==> config.mk <==
export PLATFORM = sky130hd
export DESIGN_NAME = mc_pi_estimator_flat
export DESIGN_NICKNAME = d
export VERILOG_FILES = /design/src/rtl/mc_pi_pkg.sv /design/src/rtl/mc_pi_estimator_if.sv /design/src/rtl/mc_pi_datapath.sv /design/src/rtl/mc_pi_estimator.sv /design/src/flat_wrapper.sv
export SDC_FILE = /design/constraint.sdc
export NUM_CORES = 1
export LEC_CHECK = 0
export CAP_MARGIN = 0
export CORE_UTILIZATION = 35
export CTS_CLUSTER_SIZE = 10
export DETAILED_ROUTE_END_ITERATION = 10
export GPL_ROUTABILITY_DRIVEN = 0
export MAX_ROUTING_LAYER = met4
export PLACE_DENSITY_LB_ADDON = 0.2
export SYNTH_ARGS = -nofsm -noshare
export SYNTH_HDL_FRONTEND = slang
export SYNTH_HIERARCHICAL = 1
export SYNTH_SLANG_ARGS = --single-unit
==> constraint.sdc <==
create_clock -name clk -period 8.8 [get_ports clk]
set_input_delay 2.2 -clock clk [delete_from_list [all_inputs] [get_ports clk]]
set_output_delay 2.2 -clock clk [all_outputs]
set_load 0.05 [all_outputs]
==> src/rtl/mc_pi_pkg.sv <==
// Shared types and constants for the Monte Carlo pi estimator.
package mc_pi_pkg;

    typedef enum logic [1:0] {
        IDLE  = 2'd0,
        RUN   = 2'd1,
        DRAIN = 2'd2,
        DONE  = 2'd3
    } state_e;

    // Register stages between sample injection and the inside/outside flag.
    localparam int PIPE_DEPTH = 3;

    // Where the two 16-bit coordinates sit inside a PRNG word.
    localparam int X_MSB = 31;
    localparam int X_LSB = 16;
    localparam int Y_MSB = 15;
    localparam int Y_LSB = 0;

endpackage

==> src/rtl/mc_pi_estimator_if.sv <==
// Sample stream in, run control and results out, for the pi estimator.
interface mc_pi_estimator_if #(
    parameter int SAMPLES_LOG2 = 16
);
    logic [31:0]             rnd;
    logic                    rnd_valid;
    logic                    start;
    logic                    busy;
    logic                    done;
    logic [SAMPLES_LOG2:0]   hits;
    logic [SAMPLES_LOG2+2:0] pi_est;

    // Producer side: PRNG feed plus run request; observes the results.
    modport master (
        output rnd, rnd_valid, start,
        input  busy, done, hits, pi_est
    );

    // Estimator side.
    modport slave (
        input  rnd, rnd_valid, start,
        output busy, done, hits, pi_est
    );
endinterface

==> src/rtl/mc_pi_datapath.sv <==
// Three-stage sample pipeline: split word, square coordinates, test x^2+y^2 < 2^32.
module mc_pi_datapath
    import mc_pi_pkg::*;
(
    input  logic        clk,
    input  logic        reset,
    input  logic        in_valid,
    input  logic [31:0] in_word,
    output logic        out_valid,
    output logic        out_inside
);

    logic        s1_valid, s2_valid, s3_valid;
    logic [15:0] s1_x, s1_y;
    logic [31:0] s2_xx, s2_yy;
    logic        s3_inside;

    // Valid bits advance one stage per clock; reset empties the pipeline.
    // NOTE: sequential state uses non-blocking assignments so each stage samples the pre-edge value of the stage before it.
    always_ff @(posedge clk or posedge reset) begin
        if (reset) begin
            s1_valid <= 1'b0;
            s2_valid <= 1'b0;
            s3_valid <= 1'b0;
        end else begin
            s1_valid <= in_valid;
            s2_valid <= s1_valid;
            s3_valid <= s2_valid;
        end
    end

    // Payload stages; the 33-bit sum xx+yy carries out exactly when yy > ~xx,
    // so the inside flag is formed without materialising the unused low sum bits.
    // NOTE: payload registers are deliberately left out of reset: they are only ever read alongside their valid bit, which is reset.
    always_ff @(posedge clk) begin
        s1_x      <= in_word[X_MSB:X_LSB];
        s1_y      <= in_word[Y_MSB:Y_LSB];
        s2_xx     <= 32'(s1_x) * 32'(s1_x);
        s2_yy     <= 32'(s1_y) * 32'(s1_y);
        s3_inside <= (s2_yy <= ~s2_xx);
    end

    assign out_valid  = s3_valid;
    assign out_inside = s3_inside;

endmodule

==> src/rtl/mc_pi_estimator.sv <==
// Monte Carlo pi estimator: counts quarter-circle hits over 2^SAMPLES_LOG2 PRNG samples.
module mc_pi_estimator
    import mc_pi_pkg::*;
#(
    parameter int SAMPLES_LOG2 = 16
) (
    input  logic               clk,
    input  logic               reset,
    mc_pi_estimator_if.slave   bus
);

    localparam int             CW         = SAMPLES_LOG2 + 1;
    localparam logic [CW-1:0]  LAST_IDX   = CW'((1 << SAMPLES_LOG2) - 1);
    // Drain covers the pipeline stages plus the accumulator's own register,
    // so the last hit is in the accumulator when the count reaches PIPE_DEPTH.
    localparam logic [1:0]     DRAIN_LAST = 2'(PIPE_DEPTH);

    state_e         state, next_state;
    logic [CW-1:0]  issue_cnt;
    logic [1:0]     drain_cnt;
    logic [CW-1:0]  acc;
    logic [CW-1:0]  hits_q;
    logic           run_start, inject, load_result;
    logic           dp_valid, dp_inside;

    mc_pi_datapath u_datapath (
        .clk        (clk),
        .reset      (reset),
        .in_valid   (inject),
        .in_word    (bus.rnd),
        .out_valid  (dp_valid),
        .out_inside (dp_inside)
    );

    // State register.
    always_ff @(posedge clk or posedge reset) begin
        if (reset) state <= IDLE;
        else       state <= next_state;
    end

    // Next-state decode and the per-cycle control strobes.
    always_comb begin
        // NOTE: every output of this block is given a default first, so no path leaves one unassigned and no latch is inferred.
        next_state  = state;
        run_start   = 1'b0;
        inject      = 1'b0;
        load_result = 1'b0;
        case (state)
            IDLE: begin
                if (bus.start) begin
                    next_state = RUN;
                    run_start  = 1'b1;
                end
            end
            RUN: begin
                if (bus.rnd_valid) begin
                    inject = 1'b1;
                    if (issue_cnt == LAST_IDX) next_state = DRAIN;
                end
            end
            DRAIN: begin
                if (drain_cnt == DRAIN_LAST) begin
                    next_state  = DONE;
                    load_result = 1'b1;
                end
            end
            DONE: begin
                if (bus.start) begin
                    next_state = RUN;
                    run_start  = 1'b1;
                end else begin
                    next_state = IDLE;
                end
            end
            default: next_state = IDLE;
        endcase
    end

    // Issue counter: samples injected so far in this run.
    always_ff @(posedge clk or posedge reset) begin
        if (reset)          issue_cnt <= '0;
        else if (run_start) issue_cnt <= '0;
        else if (inject)    issue_cnt <= issue_cnt + 1'b1;
    end

    // Drain counter: cycles spent in DRAIN, cleared everywhere else.
    always_ff @(posedge clk or posedge reset) begin
        if (reset)               drain_cnt <= '0;
        else if (state == DRAIN) drain_cnt <= drain_cnt + 2'd1;
        else                     drain_cnt <= '0;
    end

    // Hit accumulator: one count per retiring sample that lands inside.
    always_ff @(posedge clk or posedge reset) begin
        if (reset)                      acc <= '0;
        else if (run_start)             acc <= '0;
        else if (dp_valid && dp_inside) acc <= acc + 1'b1;
    end

    // Result register: holds the last completed run until the next one finishes.
    always_ff @(posedge clk or posedge reset) begin
        if (reset)            hits_q <= '0;
        else if (load_result) hits_q <= acc;
    end

    assign bus.busy   = (state == RUN) || (state == DRAIN);
    assign bus.done   = (state == DONE);
    assign bus.hits   = hits_q;
    assign bus.pi_est = {hits_q, 2'b00};

endmodule

==> src/flat_wrapper.sv <==
// flat-port wrapper written by rule: the top's interface ports become plain ports
module mc_pi_estimator_flat import mc_pi_pkg::*;
#(
    parameter int SAMPLES_LOG2 = 16
)
  (clk, reset, bus_rnd, bus_rnd_valid, bus_start, bus_busy, bus_done, bus_hits, bus_pi_est);
  mc_pi_estimator_if #(.SAMPLES_LOG2(SAMPLES_LOG2)) bus_i ();
  input  logic clk;
  input  logic reset;
  input wire logic [$bits(bus_i.rnd)-1:0] bus_rnd;
  input wire logic [$bits(bus_i.rnd_valid)-1:0] bus_rnd_valid;
  input wire logic [$bits(bus_i.start)-1:0] bus_start;
  output wire logic [$bits(bus_i.busy)-1:0] bus_busy;
  output wire logic [$bits(bus_i.done)-1:0] bus_done;
  output wire logic [$bits(bus_i.hits)-1:0] bus_hits;
  output wire logic [$bits(bus_i.pi_est)-1:0] bus_pi_est;
  assign bus_i.rnd = bus_rnd;
  assign bus_i.rnd_valid = bus_rnd_valid;
  assign bus_i.start = bus_start;
  assign bus_busy = bus_i.busy;
  assign bus_done = bus_i.done;
  assign bus_hits = bus_i.hits;
  assign bus_pi_est = bus_i.pi_est;
  mc_pi_estimator #(.SAMPLES_LOG2(SAMPLES_LOG2)) u_core (.clk(clk), .reset(reset), .bus(bus_i));
endmodule
==> results.toml <==
[job]
max_cap_viol_count = 0

[yosys]
synth.avg_cell_area_um2 = 9.33
synth_edf_count = 0
synth_top_area_share = 0.321
synth_seq_cells = 151
synth_compound_area_frac = 0.0853
yosys_warnings = 6
yosysSeqAreaShare = 0.164
ys_top_cells_by_count = "inv_1 (520), fa_1 (324), ha_1 (239), nand2_1 (198), dfxtp_1 (93)"
yosysMostFrequentCell = "inv_1"
synthXorXnorAreaFrac = 0.0373
synth_adder_area_share = 0.469
yosys.area_share.simple = 0.119
ys.flop_type = "dfxtp_1"
syn_area_um2 = 20200
synthArstFlopShare = 0.384
netlist_top_cells_area = "fa_1 (32%), ha_1 (15%), inv_1 (9.7%)"
netlist_instances = 2164
yosysTopAreaCell = "fa_1"
synth_mux_area_frac = 0.00979
synth_top_family_by_area = "adder cells"
synthDistinctLibCells = 71

[setup_path]
rr_worst_depth = 19
crit_required_ps = 9140
cpPeakStageDelay_ps = 780
worstReg2RegEnd = "u_core/u_datapath/s2_xx[29]"
worstSetupStartpointType = "register"
r2r-start = "u_core/u_datapath/s1_x[12]"
cp.arrival_ps = 7050
rrSetupSlack_ps = 2090
end_kind = "register"
crit_start = "u_core/u_datapath/s1_x[12]"
criticalPathCategory = "register to register"
path_buf_inv = 4
slowest_stage = "dfxtp_1"
cp_top_family = "adder cells"
critPathMostFrequentCell = "fa_1"
crit_fanout = 12
crit_path_cell_trace = "inv_1, nor2_1, ha_1, xor2_1, fa_1, inv_1, fa_1, fa_1, fa_1, inv_1, fa_1, inv_1, ha_1, a21o_1, a2111oi_1, a211oi_2, nor2b_1, o21ai_0, xor2_1"

[timing]
post-route-period-util = 0.762
max_slew.worst_pin.slew_ps = 874
fmax_mhz = 149
grt_setup_unrepaired = "no"
drv_slew = 0
finalCriticalPeriod_ps = 6710
clock_skew_ps = 17.0
final_hold_viol_count = 0
finalSetupTns_ps = 0
setup_viol = 0
relSlewSlack = 0.416
whs_ps = 352

[global_route]
grt_pass1_wl_um = 73800
grt_usage = 0.160
grt_start_max_net_pins = 39
grt_pass1_vias = 15100
grt_overflow = 0
antenna_found_initial = 0

[routing]
vias_per_cell = 4.81
vias = 14200
drt-pass1-iter-count = 5
ant_nets = 0
drt_iter0_markers = 544
routedWlPerCell_um = 14.4
wl_um = 42600
drc = 0

[clock_tree]
cts.sinks = 151
cts_max_level = 4
cts-hold-fix-buffers = 0
cts_setup_buffers = 0
cts_tree = "done"
clk_latency_ps = 470
cts-buffers-inserted = 17
cts.repair.resized = 0
clockBufferDepth = 2
root_buffer = "clkbuf_16"
clkTransAtPathRegs_ps = 70

[layout]
diodes = 0
finish.utilization = 0.390
nNetsFinal = 2778
drive_gt1_frac = 0.0365
n_fill_cell = 5658
stdcell_count = 2948
area_growth_syn_to_layout_pct = 9.49

[die]
die_h_um = 242
top_level_ports = 74
start_util = 0.356
die_area_um2 = 58700
die_w_um = 242
coreArea_um2 = 56700
num_rows = 87

[run_status]
status = "finished clean"

[place]
port_buffers = 71
dp.cells = 2916
dp_hpwl_um = 35000

[hold_path]
whs_path_depth = 0
whs_endpoint = "u_core/u_datapath/out_valid"
worstHoldPathType = "register to register"
min_from = "u_core/u_datapath/s2_valid"
[final cells by class]
cell class / instances / area [um2] / area share
Clock buffer: 17 / 425 / 0.0192
Clock inverter: 15 / 181 / 0.00821
Sequential cell: 151 / 3310 / 0.150
Timing Repair Buffer: 74 / 733 / 0.0332
Inverter: 521 / 1960 / 0.0885
Tap cell: 756 / 946 / 0.0428
Multi-Input combinational cell: 1414 / 14600 / 0.658
[cell families (layout without fill, tap and decap cells)]
family | Yosys count | count (layout)
AO/OA/AOI/OAI | 254 | 254
flip-flops | 151 | 151
XOR/XNOR | 86 | 86
multiplexers | 18 | 18
buffers and inverters | 600 | 627
adder cells (fa/ha/maj) | 563 | 563
other | 1 | 2
AND/OR/NAND/NOR | 491 | 491
[per-layer routing]
metal  global-route usage  share of wire  up-vias
met1                0.195           0.43     7138
met4               0.0460          0.019        0
met5                    -              0        -
met3               0.0206          0.030       47
met2                0.278           0.52      242
li1                     -              -     6746
[per-stage QoR]
step | instance area (um2) | worst slack, ps
2_1_floorplan | 20200 | 2980
3_3_place_gp | 21500 | 2300
3_5_place_dp | 21500 | 2230
4_1_cts | 22100 | 2160
5_1_grt | 22100 | 1760
6_report | 22100 | 2090
[state kept, by name, indices dropped and copies added (netlist names)]
name,cells
u_core/acc,17
u_core/bus.hits,17
u_core/drain_cnt,2
u_core/issue_cnt,17
u_core/state,2
u_core/u_datapath/out_inside,1
u_core/u_datapath/out_valid,1
u_core/u_datapath/s1_valid,1
u_core/u_datapath/s1_x,16
u_core/u_datapath/s1_y,16
u_core/u_datapath/s2_valid,1
u_core/u_datapath/s2_xx,30
u_core/u_datapath/s2_yy,30
[cells in the final DEF, fill, tap and decap left out, types with 4 or more instances in the layout]
cell / n
o21ai_0: 39
and2_1: 86
a31o_2: 8
o21a_1: 4
nor2b_1: 13
inv_6: 6
nand2_1: 198
inv_1: 519
nor3_1: 12
nand4_1: 25
clkbuf_16: 17
and3_1: 8
and4_1: 9
fa_1: 324
xor2_1: 29
nand3_1: 27
a31oi_1: 8
o21bai_1: 7
dfxtp_1: 93
a21oi_1: 76
or3_1: 4
a21o_1: 51
dfrtp_1: 58
clkdlybuf4s50_1: 71
o211ai_1: 4
nor2_1: 78
nor4_1: 7
mux2_2: 14
ha_1: 239
or2_2: 5
mux2i_1: 4
a211oi_1: 15
o31ai_1: 7
nand2b_1: 8
xnor2_1: 57
[how the worst max path moves through the flow]
| stage | end | slack, ps | cells past startpoint |
|---|---|---|---|
| finish | u_core/u_datapath/s2_xx[29] | 2090 | 19 |
| global route | u_core/u_datapath/s2_xx[25] | 1760 | 19 |
| CTS | u_core/u_datapath/s2_xx[29] | 2160 | 19 |
| detailed placement | u_core/u_datapath/s2_xx[29] | 2230 | 19 |
| global placement | u_core/u_datapath/s2_xx[29] | 2300 | 19 |
| floorplan | u_core/u_datapath/s2_xx[29] | 2980 | 19 |
Power is not shown: default switching activity piles up to over one toggle a cycle in this logic, so the estimate is an artifact.
